[src/rtl/register_file_if.sv]
// Register file port bundle: write request, two read ports, and status.
// The master drives writes and read addresses; the register file is the slave.
interface register_file_if #(
    parameter int N = 32
);
    logic          Reg_Write_i;
    logic [31:0]   Write_Select_i;
    logic [N-1:0]  Write_Data_i;
    logic [4:0]    Read_Register_1_i;
    logic [4:0]    Read_Register_2_i;
    logic [N-1:0]  Read_Data_1_o;
    logic [N-1:0]  Read_Data_2_o;
    logic          Onehot_Error_o;
    logic [15:0]   Write_Count_o;

    modport master (
        output Reg_Write_i, Write_Select_i, Write_Data_i,
        output Read_Register_1_i, Read_Register_2_i,
        input  Read_Data_1_o, Read_Data_2_o, Onehot_Error_o, Write_Count_o
    );

    modport slave (
        input  Reg_Write_i, Write_Select_i, Write_Data_i,
        input  Read_Register_1_i, Read_Register_2_i,
        output Read_Data_1_o, Read_Data_2_o, Onehot_Error_o, Write_Count_o
    );
endinterface

[src/rtl/register_file.sv]
// 32 x N register file with one-hot write select, two combinational read
// ports, optional write-to-read forwarding, a sticky malformed-select flag
// and a saturating count of committed writes. Register 0 reads as zero and
// register 29 (stack pointer) resets to SP_INIT.
module register_file #(
    parameter int           N       = 32,
    parameter logic [N-1:0] SP_INIT = N'(32'h1001_0FFC),
    parameter int           BYPASS  = 1
) (
    input  logic           clk,
    input  logic           reset,
    register_file_if.slave rf
);
    logic [N-1:0] regs [32];
    logic [4:0]   widx;
    logic         sel_multi;
    logic         sel_one;
    logic         commit;
    logic         onehot_err;
    logic [15:0]  wr_cnt;

    // Classify the select: clearing the lowest set bit leaves a residue only
    // when two or more bits are set. Commit is gated by reset so a write
    // pending while reset is low is neither stored nor forwarded.
    always_comb begin
        sel_multi = (rf.Write_Select_i & (rf.Write_Select_i - 32'd1)) != 32'd0;
        sel_one   = (rf.Write_Select_i != 32'd0) && !sel_multi;
        commit    = reset && rf.Reg_Write_i && sel_one && !rf.Write_Select_i[0];
    end

    // One-hot to binary index; only meaningful when sel_one is true.
    always_comb begin
        widx = '0;
        for (int k = 0; k < 32; k++) begin
            if (rf.Write_Select_i[k]) widx = widx | 5'(k);
        end
    end

    // Register array: async reset loads zeros plus SP_INIT into r29.
    // Register 0 is never written since commit excludes select bit 0.
    always_ff @(posedge clk or negedge reset) begin
        if (!reset) begin
            for (int k = 0; k < 32; k++) begin
                regs[k] <= (k == 29) ? SP_INIT : '0;
            end
        end else if (commit) begin
            regs[widx] <= rf.Write_Data_i;
        end
    end

    // Sticky error on any multi-bit select while a write is requested.
    always_ff @(posedge clk or negedge reset) begin
        if (!reset) begin
            onehot_err <= 1'b0;
        end else if (rf.Reg_Write_i && sel_multi) begin
            onehot_err <= 1'b1;
        end
    end

    // Saturating write counter; same-data writes still count.
    always_ff @(posedge clk or negedge reset) begin
        if (!reset) begin
            wr_cnt <= '0;
        end else if (commit && (wr_cnt != 16'hFFFF)) begin
            wr_cnt <= wr_cnt + 16'd1;
        end
    end

    // Read ports: address 0 is zero, then forwarding, then stored value.
    always_comb begin
        if (rf.Read_Register_1_i == 5'd0) begin
            rf.Read_Data_1_o = '0;
        end else if ((BYPASS != 0) && commit && (rf.Read_Register_1_i == widx)) begin
            rf.Read_Data_1_o = rf.Write_Data_i;
        end else begin
            rf.Read_Data_1_o = regs[rf.Read_Register_1_i];
        end

        if (rf.Read_Register_2_i == 5'd0) begin
            rf.Read_Data_2_o = '0;
        end else if ((BYPASS != 0) && commit && (rf.Read_Register_2_i == widx)) begin
            rf.Read_Data_2_o = rf.Write_Data_i;
        end else begin
            rf.Read_Data_2_o = regs[rf.Read_Register_2_i];
        end
    end

    assign rf.Onehot_Error_o = onehot_err;
    assign rf.Write_Count_o  = wr_cnt;
endmodule

[src/flat_wrapper.sv]
// flat-port wrapper written by rule: the top's interface ports become plain ports
module register_file_flat 
#(
    parameter int           N       = 32,
    parameter logic [N-1:0] SP_INIT = N'(32'h1001_0FFC),
    parameter int           BYPASS  = 1
)
  (clk, reset, rf_Reg_Write_i, rf_Write_Select_i, rf_Write_Data_i, rf_Read_Register_1_i, rf_Read_Register_2_i, rf_Read_Data_1_o, rf_Read_Data_2_o, rf_Onehot_Error_o, rf_Write_Count_o);
  register_file_if #(.N(N)) rf_i ();
  input  logic clk;
  input  logic reset;
  input wire logic [$bits(rf_i.Reg_Write_i)-1:0] rf_Reg_Write_i;
  input wire logic [$bits(rf_i.Write_Select_i)-1:0] rf_Write_Select_i;
  input wire logic [$bits(rf_i.Write_Data_i)-1:0] rf_Write_Data_i;
  input wire logic [$bits(rf_i.Read_Register_1_i)-1:0] rf_Read_Register_1_i;
  input wire logic [$bits(rf_i.Read_Register_2_i)-1:0] rf_Read_Register_2_i;
  output wire logic [$bits(rf_i.Read_Data_1_o)-1:0] rf_Read_Data_1_o;
  output wire logic [$bits(rf_i.Read_Data_2_o)-1:0] rf_Read_Data_2_o;
  output wire logic [$bits(rf_i.Onehot_Error_o)-1:0] rf_Onehot_Error_o;
  output wire logic [$bits(rf_i.Write_Count_o)-1:0] rf_Write_Count_o;
  assign rf_i.Reg_Write_i = rf_Reg_Write_i;
  assign rf_i.Write_Select_i = rf_Write_Select_i;
  assign rf_i.Write_Data_i = rf_Write_Data_i;
  assign rf_i.Read_Register_1_i = rf_Read_Register_1_i;
  assign rf_i.Read_Register_2_i = rf_Read_Register_2_i;
  assign rf_Read_Data_1_o = rf_i.Read_Data_1_o;
  assign rf_Read_Data_2_o = rf_i.Read_Data_2_o;
  assign rf_Onehot_Error_o = rf_i.Onehot_Error_o;
  assign rf_Write_Count_o = rf_i.Write_Count_o;
  register_file #(.N(N), .SP_INIT(SP_INIT), .BYPASS(BYPASS)) u_core (.clk(clk), .reset(reset), .rf(rf_i));
endmodule
[config.mk]
export PLATFORM = sky130hd
export DESIGN_NAME = register_file_flat
export DESIGN_NICKNAME = d
export VERILOG_FILES = /design/src/rtl/register_file_if.sv /design/src/rtl/register_file.sv /design/src/flat_wrapper.sv
export SDC_FILE = /design/constraint.sdc
export NUM_CORES = 2
export LEC_CHECK = 0
export BUFFER_PORTS_ARGS = -buffer_cell sky130_fd_sc_hd__buf_4
export CAP_MARGIN = 15
export CORE_MARGIN = 5
export CORE_UTILIZATION = 55
export DETAILED_ROUTE_END_ITERATION = 16
export GPL_TIMING_DRIVEN = 1
export PLACE_DENSITY = 0.8
export SKIP_CTS_REPAIR_TIMING = 1
export SLEW_MARGIN = 40
export SYNTH_ARGS = -nofsm -noshare
export SYNTH_HDL_FRONTEND = slang
export SYNTH_SLANG_ARGS = --single-unit
[constraint.sdc]
create_clock -name clk -period 4.6 [get_ports clk]
set_clock_uncertainty 0.1 [all_clocks]
set_input_delay 0.46 -clock clk [delete_from_list [all_inputs] [get_ports clk]]
set_output_delay 0.46 -clock clk [all_outputs]
set_load 0.01 [all_outputs]
==> flow_summary.json <==
{
  "syn_area_sq_um": 56500,
  "combPwrFrac_pct": 6.2,
  "clk_path_buf_depth": 3,
  "leakage_nw": 29.0,
  "endpoint_kind": "primary output",
  "wl_per_cell_um": 31.7,
  "die_w_um": 331,
  "crit_family": "simple AND/OR/NAND/NOR gates",
  "globalRouteMet1Util_pct": 40.1,
  "drive_gt1_share_pct": 55.7,
  "maxSlewHeadroom_pct": 44.2,
  "grt_usage_pct": 29.6,
  "root_buffer": "clkbuf_16",
  "syn_area_per_cell_sq_um": 15.8,
  "firstDrtPassIters": 7,
  "crit_path_frequent_cell": "buf_4",
  "fillers": 7291,
  "initial_core_util_pct": 55.5,
  "cap_violations": 0,
  "synth-seq-cells": 1041,
  "final.setup.worst_slack_ns": 0.101,
  "tritoncts": "done",
  "p_int_mw": 14.8,
  "tns_ns": 0,
  "hold_viol": 0,
  "gr-usage-met3_pct": 7.15,
  "nNetsFinal": 3668,
  "grt.met2_usage_pct": 46.9,
  "critPathSlowestCell": "nor4_2",
  "num_vias": 35200,
  "synth_cells": 3578,
  "grt_pass1_vias": 37300,
  "drt-vias-per-instance": 6.96,
  "crit_chain": "buf_4, nor4_2, nand4_1, buf_4, a2111oi_0, o22ai_1, or3_1, nor4_2, buf_4, mux2i_1, nor2_1, buf_4",
  "ir_drop_uv": 304,
  "cp.arrival_ns": 3.94,
  "critPathMaxFanout": 13,
  "fin_cells": 5057,
  "gp_congestion": 0.899,
  "numCtsBuffers": 110,
  "critPathKind": "input port to primary output",
  "hpwl_mm": 95.8,
  "hold_class": "input port to async pin",
  "clkSlewWorstSetupHoldPaths_ns": 0.06,
  "port_buffers": 157,
  "synthFlopType": "dfrtp_1",
  "drt-initial-drc-count": 3707,
  "htreeDepth": 3,
  "setup_violations": 0,
  "dieArea_sq_um": 109000,
  "p_sw_share_pct": 23.7,
  "netSwitchingPower_mw": 4.59,
  "fin_crit_ns": 4.50,
  "ant_nets": 0,
  "synth_edf_count": 0,
  "overflow": 0,
  "cp_num_buf_inv": 4,
  "p_clk_share_pct": 46.6,
  "synth_commonest_cells": "1029 x dfrtp_1, 898 x mux2_2, 603 x mux4_2, 259 x clkbuf_1, 138 x mux2_1",
  "start_kind": "input port",
  "synth_top_area_share_pct": 45.6,
  "worstPathRequired_ns": 4.04,
  "ys_types": 62,
  "critPathMaxStageDelay_ns": 0.56,
  "post-route-period-util_pct": 97.8,
  "die_h_um": 331,
  "status": "complete, no violations",
  "areaGrowthSynthToFinish_pct": 12.4,
  "tightest_slew_ns": 0.836,
  "synth_seq_area_share_pct": 46.1,
  "cellPowerDensity_nw_per_um2": 305,
  "syn-num-nets": 3656,
  "grt_max_degree": 161,
  "io_pins": 158,
  "rsz0062_at_grt": "false",
  "cts_sinks": 1041,
  "antenna_found_initial": 5,
  "place_inst": 4840,
  "yosysWarningCount": 0,
  "max_freq_mhz": 222,
  "wl_mm": 160,
  "rows": 117,
  "grt_pass1_wl_mm": 242,
  "clkLatencyLatePin_ns": 0.68,
  "yosys.cell_count.top_type": "dfrtp_1",
  "synthArstFlopShare_pct": 100,
  "seqPwrFrac_pct": 47.2,
  "slew_viol_final": 0,
  "synthTopCellsByArea": "dfrtp_1 46%, mux4_2 24%, mux2_2 18%",
  "core_area_sq_um": 102000,
  "drc": 0,
  "synth_area_leader_cell": "dfrtp_1",
  "post-place-ws_ns": 0.110,
  "grt_busiest_layer": "met2"
}
[per-stage QoR]
stage	hold WS [ns]	instance area [sq um]	power, mW	util [%]
2_1_floorplan	0.0644	56500	9.93	-
3_3_place_gp	0.256	59600	10.5	58.5
3_5_place_dp	0.262	59700	10.5	58.6
4_1_cts	-0.472	63400	19.5	62.2
5_1_grt	0.155	63500	20.0	62.3
6_report	0.134	63500	19.4	62.3
[cells in the final DEF (no fill, tap or decap), drive strengths merged, types with 7 or more instances in the layout]
master  instances
clkbuf        168
xor2            8
nor2b           8
mux4          603
nand2          36
nor2           85
bufinv          9
or3             9
clkinv         22
nand2b          8
inv             7
mux2i         111
mux2         1036
nor3           20
a31o            7
nand3          39
a22oi           7
o221ai         24
dfrtp        1029
xnor2          13
or4             9
buf           309
nor4           20
o22ai          10
o21ai          12
nand4          10
dfstp          12
[kinds of logic after synthesis]
kind of cell	after synthesis	synth area share, %
muxes	1750	46.6
DFF	1041	46.1
buffers and inverters	413	3.14
and+or+nand+nor	269	2.62
AOI/OAI and AO/OA	82	1.10
xor gates and xnor gates	21	0.326
adders and majority gates	2	0.0399
[power groups by stage]
stage               sequential, mW  combinational, mW  clock [mW]
floorplan                     9.33              0.603           0
global placement              9.32               1.18           0
detailed placement            9.32               1.19           0
CTS                           9.16               1.20        9.13
global route                  9.15               1.28        9.53
finish                        9.16               1.20        9.03
[cell type report]
type                    count  area (sq um)  area share [%]
multi-input cells        2124         28900            45.5
clock inverters            41           508           0.800
flip-flops and latches   1041         26100            41.1
clock buffers             167          3160            4.97
inverters                   1          3.75         0.00591
well taps                1368          1710            2.70
repair buffers            312          3160            4.98
diodes                      3          7.51          0.0118
[registers in the layout (all words and copies together) (netlist names)]
name,count
u_core.rf.Onehot_Error_o,1
u_core.regs,1024
u_core.rf.Write_Count_o,16
[metal layers]
layer,routed length [um],part of all wire [%],up-vias
li1,-,-,14000
met1,61600,38,19100
met2,76300,48,1717
met3,14300,8.9,431
met4,8010,5.0,0
met5,0,0,-
[worst paths after layout]
path	slack [ns]	to	from	depth (start not counted)
max	0.10	rf_Read_Data_2_o[24]	rf_Write_Select_i[14]	12
min	0.13	u_core.regs[446]$_DFFE_PN0P_	reset	2
max reg2reg	2.24	u_core.rf.Write_Count_o[1]$_DFFE_PN0P_	u_core.rf.Write_Count_o[7]$_DFFE_PN0P_	7
min reg2reg	0.29	u_core.regs[1022]$_DFFE_PN0P_	u_core.regs[1022]$_DFFE_PN0P_	0
max in group asynchronous	2.09	u_core.regs[59]$_DFFE_PN0P_	reset	5
min in group clk	0.16	u_core.regs[939]$_DFFE_PN0P_	rf_Write_Data_i[11]	2
[worst reg2reg max path: cells and delay by family, from the launching register on]
family           cells  cell delay, ns
and+or+nand+nor      6            1.40
DFF                  1            0.44
muxes                1            0.30
No activity file was read; power rests on OpenSTA's default activity.
